===== src/rtl/spi_miso_receiver_if.sv =====
// spi_miso_receiver_if: host/slave-facing signals of the SPI receive engine.
// master: receive engine side; slave: register file plus SPI slave side.
interface spi_miso_receiver_if #(
    parameter int W = 32
);
    logic         receive_ready;
    logic [W-1:0] miso_data;
    logic         miso_dv;
    logic         miso_in;
    logic         spi_clk;

    modport master (
        input  receive_ready,
        input  miso_in,
        output miso_data,
        output miso_dv,
        output spi_clk
    );

    modport slave (
        output receive_ready,
        output miso_in,
        input  miso_data,
        input  miso_dv,
        input  spi_clk
    );
endinterface


===== src/rtl/spi_miso_receiver.sv =====
// spi_miso_receiver: master-side SPI receive engine (CPOL=0), W-bit frames.
// Ports: clk, rst (async active-low), bus (master modport):
//   receive_ready in, miso_in in, spi_clk out, miso_data out, miso_dv out.
// Option: define MISO_LSB_FIRST_EN for LSB-first assembly (default MSB first).
module spi_miso_receiver #(
    parameter int W       = 32,
    parameter int CLK_DIV = 2
) (
    input  logic                  clk,
    input  logic                  rst,
    spi_miso_receiver_if.master   bus
);
    localparam int DIV_W = (CLK_DIV > 1) ? $clog2(CLK_DIV) : 1;
    localparam int CNT_W = $clog2(W + 1);
    localparam logic [DIV_W-1:0] DIV_LAST = DIV_W'(CLK_DIV - 1);
    localparam logic [CNT_W-1:0] CNT_FULL = CNT_W'(W);

    typedef enum logic {
        IDLE,
        SHIFT
    } state_t;

    state_t           state_q, state_d;
    logic [DIV_W-1:0] div_q, div_d;
    logic [CNT_W-1:0] cnt_q, cnt_d;
    logic [W-1:0]     shift_q, shift_d;
    logic [W-1:0]     data_q, data_d;
    logic             sck_q, sck_d;
    logic             dv_q, dv_d;

    always_ff @(posedge clk or negedge rst) begin
        if (!rst) begin
            state_q <= IDLE;
            div_q   <= '0;
            cnt_q   <= '0;
            shift_q <= '0;
            data_q  <= '0;
            sck_q   <= 1'b0;
            dv_q    <= 1'b0;
        end else begin
            state_q <= state_d;
            div_q   <= div_d;
            cnt_q   <= cnt_d;
            shift_q <= shift_d;
            data_q  <= data_d;
            sck_q   <= sck_d;
            dv_q    <= dv_d;
        end
    end

    always_comb begin
        state_d = state_q;
        div_d   = div_q;
        cnt_d   = cnt_q;
        shift_d = shift_q;
        data_d  = data_q;
        sck_d   = sck_q;
        dv_d    = 1'b0;
        unique case (state_q)
            IDLE: begin
                sck_d = 1'b0;
                if (bus.receive_ready) begin
                    state_d = SHIFT;
                    div_d   = '0;
                    cnt_d   = '0;
                end
            end
            SHIFT: begin
                if (div_q == DIV_LAST) begin
                    div_d = '0;
                    sck_d = ~sck_q;
                    if (!sck_q) begin
                        // Rising spi_clk: sample MISO on this same clk edge.
`ifdef MISO_LSB_FIRST_EN
                        shift_d = {bus.miso_in, shift_q[W-1:1]};
`else
                        shift_d = {shift_q[W-2:0], bus.miso_in};
`endif
                        cnt_d = cnt_q + CNT_W'(1);
                    end else if (cnt_q == CNT_FULL) begin
                        // Falling edge after the last sample closes the frame.
                        data_d  = shift_q;
                        dv_d    = 1'b1;
                        state_d = IDLE;
                    end
                end else begin
                    div_d = div_q + DIV_W'(1);
                end
            end
        endcase
    end

    assign bus.spi_clk   = sck_q;
    assign bus.miso_data = data_q;
    assign bus.miso_dv   = dv_q;
endmodule


===== src/flat_wrapper.sv =====
// flat-port wrapper written by rule: the top's interface ports become plain ports
module spi_miso_receiver_flat 
#(
    parameter int W       = 32,
    parameter int CLK_DIV = 2
)
  (clk, rst, bus_receive_ready, bus_miso_in, bus_miso_data, bus_miso_dv, bus_spi_clk);
  spi_miso_receiver_if #(.W(W)) bus_i ();
  input  logic clk;
  input  logic rst;
  input wire logic [$bits(bus_i.receive_ready)-1:0] bus_receive_ready;
  input wire logic [$bits(bus_i.miso_in)-1:0] bus_miso_in;
  output wire logic [$bits(bus_i.miso_data)-1:0] bus_miso_data;
  output wire logic [$bits(bus_i.miso_dv)-1:0] bus_miso_dv;
  output wire logic [$bits(bus_i.spi_clk)-1:0] bus_spi_clk;
  assign bus_i.receive_ready = bus_receive_ready;
  assign bus_i.miso_in = bus_miso_in;
  assign bus_miso_data = bus_i.miso_data;
  assign bus_miso_dv = bus_i.miso_dv;
  assign bus_spi_clk = bus_i.spi_clk;
  spi_miso_receiver #(.W(W), .CLK_DIV(CLK_DIV)) u_core (.clk(clk), .rst(rst), .bus(bus_i));
endmodule

===== config.mk =====
export PLATFORM = sky130hd
export DESIGN_NAME = spi_miso_receiver_flat
export DESIGN_NICKNAME = d
export VERILOG_FILES = /design/src/rtl/spi_miso_receiver_if.sv /design/src/rtl/spi_miso_receiver.sv /design/src/flat_wrapper.sv
export SDC_FILE = /design/constraint.sdc
export NUM_CORES = 1
export LEC_CHECK = 0
export ABC_AREA = 1
export CAP_MARGIN = 10
export CORE_MARGIN = 1
export CORE_UTILIZATION = 49
export CTS_CLUSTER_DIAMETER = 30
export DETAILED_ROUTE_END_ITERATION = 8
export GPL_ROUTABILITY_DRIVEN = 0
export PLACE_DENSITY = 0.85
export SYNTH_ARGS = -nofsm -noshare
export SYNTH_HDL_FRONTEND = slang
export SYNTH_SLANG_ARGS = --single-unit

===== constraint.sdc =====
create_clock -name clk -period 1.3 [get_ports clk]
set_clock_uncertainty 0.1 [all_clocks]
set_input_delay 0.26 -clock clk [delete_from_list [all_inputs] [get_ports clk]]
set_output_delay 0.26 -clock clk [all_outputs]
set_load 0.05 [all_outputs]

==> results of run 1 <==
## layout make-up
class                   instances  area [um2]  share of cell area, %
clock inverters                 4        73.8                   1.55
flip-flops and latches         74        1860                   39.1
clock buffers                  12         145                   3.05
inverters                      39         146                   3.08
multi-input cells             174        1200                   25.3
repair buffers                 88        1230                   25.9
well taps                      75        93.8                   1.97
## worst min-delay path: stages
cell and delay, ns:
dlygate4sd3_1 0.53, buf_2 0.13, buf_12 0.33
## layer usage
metal / vias up / track usage (%) / share of wire [%]
li1: 1128 / - / -
met1: 1187 / 25.5 / 41
met2: 55 / 31.6 / 54
met3: 18 / 5.51 / 2.8
met4: 0 / 6.96 / 2.2
met5: - / 0 / 0
## placed cells by master, fill, tap and decap left out, drive strengths merged
cell and count:
clkdlybuf4s50 2, nor2 10, a21oi 4, nand2 80, nand3 8, dlygate4sd3 1, buf 83, dfrtp 74
ha 2, nor3 1, nand4 2, bufinv 2, clkinv 1, clkbuf 14, o21ai 67, inv 40
## through the flow
step                      area (um2)  TNS, ns  hold slack (ns)  util (%)  power [uW]
after floorplan                 3100    -3.30           -0.136         -        4220
after global placement          3990    -2.99            0.215      66.5        4790
after detailed placement        3990    -5.25            0.217      66.5        4910
after CTS                       4310    -3.77            0.390      71.9        6930
after global routing            4750    -8.39            0.426      79.4        7910
final                           4750    -5.54            0.391      79.4        7510
## registers in the layout (all words and copies together), names as in the netlist
register              flops
u_core.shift_q           32
u_core.bus.miso_dv        1
u_core.state_q            1
u_core.bus.spi_clk        1
u_core.div_q              1
u_core.bus.miso_data     32
u_core.cnt_q              6
## repair_timing
item / CTS / global route
resized for setup: 24 / 61
hold buffers: 1 / 0
endpoints found under the hold margin: 74 / 0
cloned: 0 / 2
buffers inserted: 4 / 26
pin swaps: 0 / 6
endpoints found under the setup margin: 75 / 100
## logic make-up (layout without fill, tap and decap cells)
logic type / Yosys count / count (layout)
AND/OR/NAND/NOR: 101 / 101
flip-flops: 74 / 74
AO/OA/AOI/OAI: 71 / 71
buffers and inverters: 52 / 143
adder cells (fa/ha/maj): 2 / 2
## final timing paths
kind | endpoint | slack, ns | cells past startpoint
hold reg to reg | u_core.shift_q[24] | 0.39 | 2
min in group clk | u_core.shift_q[24] | 0.39 | 2
hold / removal | u_core.bus.miso_data[1] | 0.39 | 3
max in group asynchronous | u_core.bus.miso_data[12] | 0.38 | 3
setup reg to reg | u_core.bus.miso_data[29] | -0.16 | 8
setup / recovery | u_core.bus.miso_data[29] | -0.16 | 8
## power breakdown
part           switching (uW)  internal, uW  leakage, uW
logic                    1460          1090      0.00106
clock network             823          1140     0.000111
registers                 300          2700     0.000995
==> out/results.txt, run 1 <==
Fmax = 683 MHz
Pleak = 0.00217 uW
Reg2reg start = u_core.cnt_q[0]
Critical path data required time = 1.42 ns
Min cycle time layout = 1.46 ns
Final setup margin = -0.164 ns
Synth cell types = 18
CTS root buf = clkbuf_8
Status = finished, violations left
Fin. max-slew vios = 0
Final nets = 392
Fillers = 320
Multiplexer area fraction after synthesis = 0%
IO buf count = 37
Die Width = 81.1 um
DRT Pass-1 Iters = 4
Routed wire length = 6830 um
Critical Path Max Stage Delay = 0.41 ns
Drt first-iter violations = 137
Most frequent cells after synthesis = nand2_1, dfrtp_1, inv_1
Post-synth EDFFs = 0
Worst Setup SP = u_core.cnt_q[0]
Die Span Y = 81.1 um
IR Drop Worst-Case VDD = 1630 uV
Netlist Area Pre-Place = 3070 um2
Post-route ant nets = 0
Largest net degree at the start of global routing = 75
Number of cells produced by synthesis = 300
CP bufs+invs = 2
Fin. Hold Viols = 0
Leading area contributor after synthesis = dfrtp_1
Setup crit end kind = register
Mapped Nets = 306
IO Pins = 38
First-pass GRT wire length = 9570 um
Initial antenna violation count = 0
Slowest-stage cell, CP = dfrtp_1
Endpoints failing setup = 70
Core area = 5990 um2
Clock Path Buffers = 2
Power density over the cells = 1580 nW/um2
Cell with the most instances after synthesis = nand2_1
GRT overflow = 0
Post-synthesis adder-cell area fraction = 0.815%
Synth Area in Compound Gates = 16.2%
Pre-CTS setup slack = -0.184 ns
Vias in the first global route = 2,117
Clock Latency Late Sink = 0.34 ns
Ratio of cells with drive above 1 in the final layout = 53.5%
Die area = 6580 um2
Worst slew pin tran = 0.388 ns
FP Rows = 28
Failing checks = negative setup slack
CTS clk-pin slew, worst paths = 0.07 ns
Arr. time, crit path = 1.59 ns
Slew Limit Headroom = 74.1%
Hold Path Class = input port to asynchronous set/reset pin
CP Cell Sequence = inv_2, ha_4, nand2_4, nor2_4, nand2_4, buf_12, nand2_1, o21ai_2
Tcrit/Tclk final = 113%
Layout area overhead = 54.9%
Finished Layout Cells = 466
Synth warn = 0
Synth top area cells = dfrtp_1, o21ai_2, nand2_1
DRC viols = 0
Post-synthesis simple-gate area fraction = 13.5%
Post-synth top flop = dfrtp_1
Area share of the largest cell type after synthesis = 60.3%
Register area share after synthesis = 60.3%
Antenna Cells = 0
Vias per std cell = 5.12
Initial Util = 51.2%
DR vias = 2,388
Placed wire-length estimate = 3660 um
Post-synthesis register bit count = 74
# clock sinks = 74
Overall Global Routing Usage = 19.6%
Post-synthesis xor/xnor area fraction = 0%
CP dominant cell by count = nand2_4
Critical setup path kind = register to register
TritonCTS clock tree = done
Max FO, Critical Path = 21
RSZ-0062 raised after global routing = true
Crit-path leading delay family = flip-flops
Wire per inst = 14.7 um
Ys async rst share = 100%
Syn Area/Cell = 10.2 um2
Main combinational cell family by area after synthesis = compound AO/OA/AOI/OAI gates
TritonCTS Buffers = 9
Maxcap violations = 0
Setup crit start kind = register
Max H-tree Level = 3
# placed instances = 417
No activity file was read; power rests on OpenSTA's default activity.
==> inputs of run 2 (changes only) <==
CAP_MARGIN = unset   (was 10)
CTS_CLUSTER_DIAMETER = unset   (was 30)
GPL_ROUTABILITY_DRIVEN = unset   (was 0)
==> run 2 against run 1 <==
Net effect: the flow still finishes with violations (negative setup slack); core utilization decreased by 0.77 points; worst hold slack got worse by 0.022 ns; clock power shrank 8%; via count up 1.8%; critical path type unchanged.
==> out/results.txt, run 2 (synthesized netlist as in run 1, its figures left out) <==
DRT Pass-1 Iters = 4 (unchanged)
Setup crit start kind = register (unchanged)
CTS clk-pin slew, worst paths = 0.07 ns (about the same)
Failing checks = negative setup slack (unchanged)
IO Pins = 38 (unchanged)
Fin Hold WS = 0.369 ns (was 0.391 ns)
Min cycle time layout = 1.50 ns (was 1.46 ns)
Commonest non-fill, non-tap cell in the layout = dfrtp_1 (unchanged)
IR Drop Worst-Case VDD = 1620 uV (was 1630 uV)
Max H-tree Level = 3 (unchanged)
Initial Util = 51.2% (unchanged)
Initial antenna violation count = 0 (unchanged)
Clock Latency Late Sink = 0.35 ns (was 0.34 ns)
CTS root buf = clkbuf_8 (unchanged)
Pleak = 0.00213 uW (was 0.00217 uW)
Endpoints failing setup = 59 (was 70)
DR vias = 2,430 (was 2,388)
Max FO, Critical Path = 23 (was 21)
Placed wire-length estimate = 3690 um (was 3660 um)
Overall Global Routing Usage = 20.4% (was 19.6%)
# placed instances = 416 (was 417)
Status = finished, violations left (unchanged)
Post-route ant nets = 0 (unchanged)
Layout area overhead = 53.4% (was 54.9%)
FP Rows = 28 (unchanged)
RSZ-0062 raised after global routing = true (unchanged)
Ratio of cells with drive above 1 in the final layout = 50.9% (was 53.5%)
Final nets = 390 (was 392)
RePlAce Congestion = 0.757
Finished Layout Cells = 464 (was 466)
Most frequent cells in the layout = dfrtp_1, nand2_1, o21ai_2, buf_12 (was dfrtp_1, buf_12, o21ai_2)
Slew Limit Headroom = 74.5% (was 74.1%)
Drt first-iter violations = 149 (was 137)
Fmax = 668 MHz (was 683 MHz)
Die area = 6580 um2 (unchanged)
Fin. Hold Viols = 0 (unchanged)
Wire per inst = 16.0 um (was 14.7 um)
IO buf count = 37 (unchanged)
Vias in the first global route = 2,029 (was 2,117)
Clock Path Buffers = 2 (unchanged)
Largest net degree at the start of global routing = 75 (unchanged)
Setup TNS = -5.95 ns (was -5.54 ns)
Critical setup path kind = register to register (unchanged)
Arr. time, crit path = 1.63 ns (was 1.59 ns)
Power density over the cells = 1570 nW/um2 (was 1580 nW/um2)
Core area = 5990 um2 (unchanged)
Final setup margin = -0.197 ns (was -0.164 ns)
TritonCTS clock tree = done (unchanged)
Setup crit end kind = register (unchanged)
Antenna Cells = 0 (unchanged)
DRC viols = 0 (unchanged)
Routed wire length = 7440 um (was 6830 um)
# clock sinks = 74 (unchanged)
First-pass GRT wire length = 9750 um (was 9570 um)
GRT overflow = 0 (unchanged)
Die Width = 81.1 um (unchanged)
Maxcap violations = 0 (unchanged)
Hold Path Class = input port to asynchronous set/reset pin (unchanged)
Tcrit/Tclk final = 115% (was 113%)
Vias per std cell = 5.24 (was 5.12)
Die Span Y = 81.1 um (unchanged)
TritonCTS Buffers = 9 (unchanged)
Critical path data required time = 1.44 ns (was 1.42 ns)
Fin. max-slew vios = 0 (unchanged)
Worst slew pin tran = 0.383 ns (was 0.388 ns)
## run 2: cell types whose count changed in the layout (fill, tap and decap cells not counted), moves of 6 or more
cell | before | now
nand2_2 | 37 | 19
nand2_1 | 34 | 45
dfrtp_1 | 69 | 63
dfrtp_2 | 5 | 11
nand2_4 | 8 | 15
## run 2: final cells by class
cell class | instances | area, um2
clock buffer | 14 | 163
clock inverter | 2 | 35.0
fill | 335 | 1280
inverter | 39 | 146
multi-input combinational | 174 | 1190
sequential | 74 | 1870
tap | 75 | 93.8
timing repair buffer | 86 | 1210
## run 2: final timing paths
path | cells after the start | slack (ns) | start | endpoint
setup / recovery | 8 | -0.20 | u_core.cnt_q[0] | u_core.bus.miso_data[7]
hold / removal | 3 | 0.37 | rst | u_core.bus.miso_data[29]
setup reg to reg | 8 | -0.20 | u_core.cnt_q[0] | u_core.bus.miso_data[7]
hold reg to reg | 2 | 0.39 | u_core.shift_q[4] | u_core.shift_q[4]
max in group asynchronous | 3 | 0.41 | rst | u_core.bus.miso_data[20]
min in group clk | 2 | 0.39 | u_core.shift_q[4] | u_core.shift_q[4]
## run 2: layer usage
metal / track usage [%] / vias to the layer above / wire, um
met5: 0 / - / 0
met2: 30.6 / 78 / 3800
met4: 9.64 / 0 / 269
met1: 27.5 / 1203 / 3100
met3: 5.51 / 28 / 271
li1: - / 1121 / -
## run 2: where the power goes
group / switching (uW) / total, uW / internal [uW]
combinational: 1520 / 2590 / 1070
clock: 819 / 1810 / 992
sequential: 293 / 2990 / 2700
total: 2630 / 7400 / 4760
## run 2: metrics by stage
stage	area (um2)	utilization [%]	setup WS [ns]	total power, uW
3_5_place_dp	3980	66.4	-0.187	4920
5_1_grt	4710	78.6	-0.243	7750
2_1_floorplan	3100	-	-0.0815	4220
4_1_cts	4290	71.5	-0.125	6820
3_3_place_gp	3980	66.4	-0.128	4810
6_report	4710	78.6	-0.197	7400
## run 2: what timing repair did
action / CTS / global route
endpoints found under the setup margin: 79 / 101
resized for setup: 23 / 55
hold buffers: 1 / 0
endpoints found under the hold margin: 74 / 0
setup buffers: 5 / 24
pin swaps: 0 / 11
cloned: 0 / 3
## run 2: critical path, stage by stage, from the launching register on
cell and delay [ns]:
dfrtp_1 0.40, inv_2 0.11, ha_4 0.16, nand2_4 0.05, nor2_4 0.09, nand2_4 0.13, buf_12 0.20, nand2_1 0.09
o21ai_2 0.05
==> inputs of run 3 (changes only) <==
GPL_TIMING_DRIVEN = 0   (was unset)
==> run 3 against run 2 <==
Net effect: the flow finishes with violations (negative hold slack, negative setup slack); maximum frequency is 0.44% higher; flip-flop and latch count stayed put; final area is 0.90% lower; sequential share of layout area is 0.20 points higher; first-iteration DRC count is 1.3% higher; combinational power is 20% higher; register-to-register slack hardly changed; wire length is 17% higher; clock power is 17% higher; power is 14% higher; highest routed layer unchanged.
==> out/results.txt, run 3 (synthesized netlist as in run 1, its figures left out) <==
Status = finished, violations left (unchanged)
Failing checks = negative hold slack, negative setup slack (was negative setup slack)
IO buf count = 37 (unchanged)
Worst slew pin tran = 0.933 ns (was 0.383 ns)
RePlAce Congestion = 0.828 (was 0.757)
Commonest non-fill, non-tap cell in the layout = dfrtp_1 (unchanged)
Fin. Hold Viols = 73 (was 0)
Initial antenna violation count = 0 (unchanged)
Fin. max-slew vios = 0 (unchanged)
Max FO, Critical Path = 7 (was 23)
Maxcap violations = 0 (unchanged)
IO Pins = 38 (unchanged)
Vias per std cell = 5.53 (was 5.24)
Clock Path Buffers = 2 (unchanged)
Arr. time, crit path = 1.63 ns (about the same)
Pleak = 0.00220 uW (was 0.00213 uW)
Setup crit end kind = register (unchanged)
Initial Util = 51.2% (unchanged)
GRT overflow = 0 (unchanged)
Endpoints failing setup = 72 (was 59)
DRC viols = 0 (unchanged)
Power density over the cells = 1800 nW/um2 (was 1570 nW/um2)
CTS clk-pin slew, worst paths = 0.08 ns (was 0.07 ns)
Fillers = 328 (was 335)
Most frequent cells in the layout = dfrtp_1, o21ai_2, buf_6 (was dfrtp_1, nand2_1, o21ai_2, buf_12)
Ratio of cells with drive above 1 in the final layout = 59.3% (was 50.9%)
Die Span Y = 81.1 um (unchanged)
Critical path data required time = 1.44 ns (about the same)
Die area = 6580 um2 (unchanged)
Slew Limit Headroom = 37.8% (was 74.5%)
TritonCTS clock tree = done (unchanged)
Power Total = 8400 uW (was 7400 uW)
CTS root buf = clkbuf_8 (unchanged)
RSZ-0062 raised after global routing = true (unchanged)
Critical setup path kind = register to register (unchanged)
Layout area overhead = 52.0% (was 53.4%)
Overall Global Routing Usage = 23.7% (was 20.4%)
Vias in the first global route = 2,340 (was 2,029)
Routed wire length = 8690 um (was 7440 um)
TritonCTS Buffers = 9 (unchanged)
FP Rows = 28 (unchanged)
Final setup margin = -0.190 ns (was -0.197 ns)
Fin Hold WS = -0.0639 ns (was 0.369 ns)
Hold Path Class = input port to asynchronous set/reset pin (unchanged)
Core area = 5990 um2 (unchanged)
Fmax = 671 MHz (was 668 MHz)
Max H-tree Level = 3 (unchanged)
Antenna Cells = 0 (unchanged)
First-pass GRT wire length = 11,300 um (was 9750 um)
Reg2reg start = u_core.state_q (was u_core.cnt_q[0])
DRT Pass-1 Iters = 4 (unchanged)
Die Width = 81.1 um (unchanged)
DR vias = 2,559 (was 2,430)
Placed wire-length estimate = 3940 um (was 3690 um)
# clock sinks = 74 (unchanged)
Largest net degree at the start of global routing = 75 (unchanged)
Wire per inst = 18.8 um (was 16.0 um)
Min cycle time layout = 1.49 ns (was 1.50 ns)
IR Drop Worst-Case VDD = 1330 uV (was 1620 uV)
Clock Latency Late Sink = 0.35 ns (about the same)
Tcrit/Tclk final = 115% (about the same)
Setup crit start kind = register (unchanged)
R2R Setup Slk = -0.19 ns (was -0.20 ns)
Drt first-iter violations = 151 (was 149)
Worst Setup SP = u_core.state_q (was u_core.cnt_q[0])
Post-route ant nets = 0 (unchanged)
Final nets = 389 (was 390)
run 3: changes by cell type in the layout (fill, tap and decap cells not counted), moves of 13 or more:
cell	before	now
buf_6	3	44
nand2_4	15	28
o21ai_1	22	7
buf_12	41	6
o21ai_2	41	56
nand2_1	45	28
run 3: what timing repair did:
action                                  in CTS  in global routing
pin swaps                                    3                  8
gates cloned                                 5                  1
endpoints found under the setup margin     106                 98
setup buffers                               11                 23
hold endpoints to repair                    74                  0
gates resized for setup                    297                 89
run 3: stage by stage:
stage	std cells	setup TNS (ns)	utilization [%]	worst slack (ns)	cell area (um2)
CTS	443	-4.68	69.7	-0.139	4180
global route	463	-12.07	77.9	-0.257	4670
global placement	412	-200.32	59.5	-2.77	3560
detailed placement	412	-18.67	59.4	-0.250	3560
floorplan	300	-3.30	-	-0.0815	3100
finish	463	-8.42	77.9	-0.190	4670
run 3: final cells by class:
cell class              count  area, um2  share of cell area [%]
flip-flops and latches     74       1860                    39.8
multi-input cells         175       1370                    29.3
clock inverters             4       72.6                    1.56
clock buffers              12        165                    3.54
well taps                  75       93.8                    2.01
plain buffers               9        128                    2.74
inverters                  39        146                    3.14
repair buffers             75        836                    17.9
run 3: where the power goes:
group | total, uW | internal (uW) | switching, uW
combinational | 3120 | 1400 | 1720
sequential | 3180 | 2710 | 469
clock | 2110 | 1240 | 873
run 3: critical path, cell delays in order, from the launching register on:
cell and delay, ns:
dfrtp_2 0.43, inv_2 0.08, nor2_4 0.11, nand2_2 0.10
buf_12 0.16, buf_12 0.13, clkbuf_16 0.15, nand2_2 0.05
o21ai_1 0.07
run 3: routing by layer:
metal / track usage, % / routed length [um] / up-vias
li1: - / - / 1123
met1: 29.1 / 3430 / 1338
met2: 38.0 / 4750 / 78
met3: 6.07 / 280 / 20
met4: 13.0 / 230 / 0
met5: 0 / 0 / -
run 3: worst paths after layout:
kind | to | cells after the start
max | u_core.shift_q[18] | 8
max reg2reg | u_core.shift_q[18] | 8
min | u_core.bus.miso_data[4] | 1
min in group clk | u_core.shift_q[24] | 2
max in group asynchronous | u_core.bus.spi_clk | 1
min reg2reg | u_core.shift_q[24] | 2
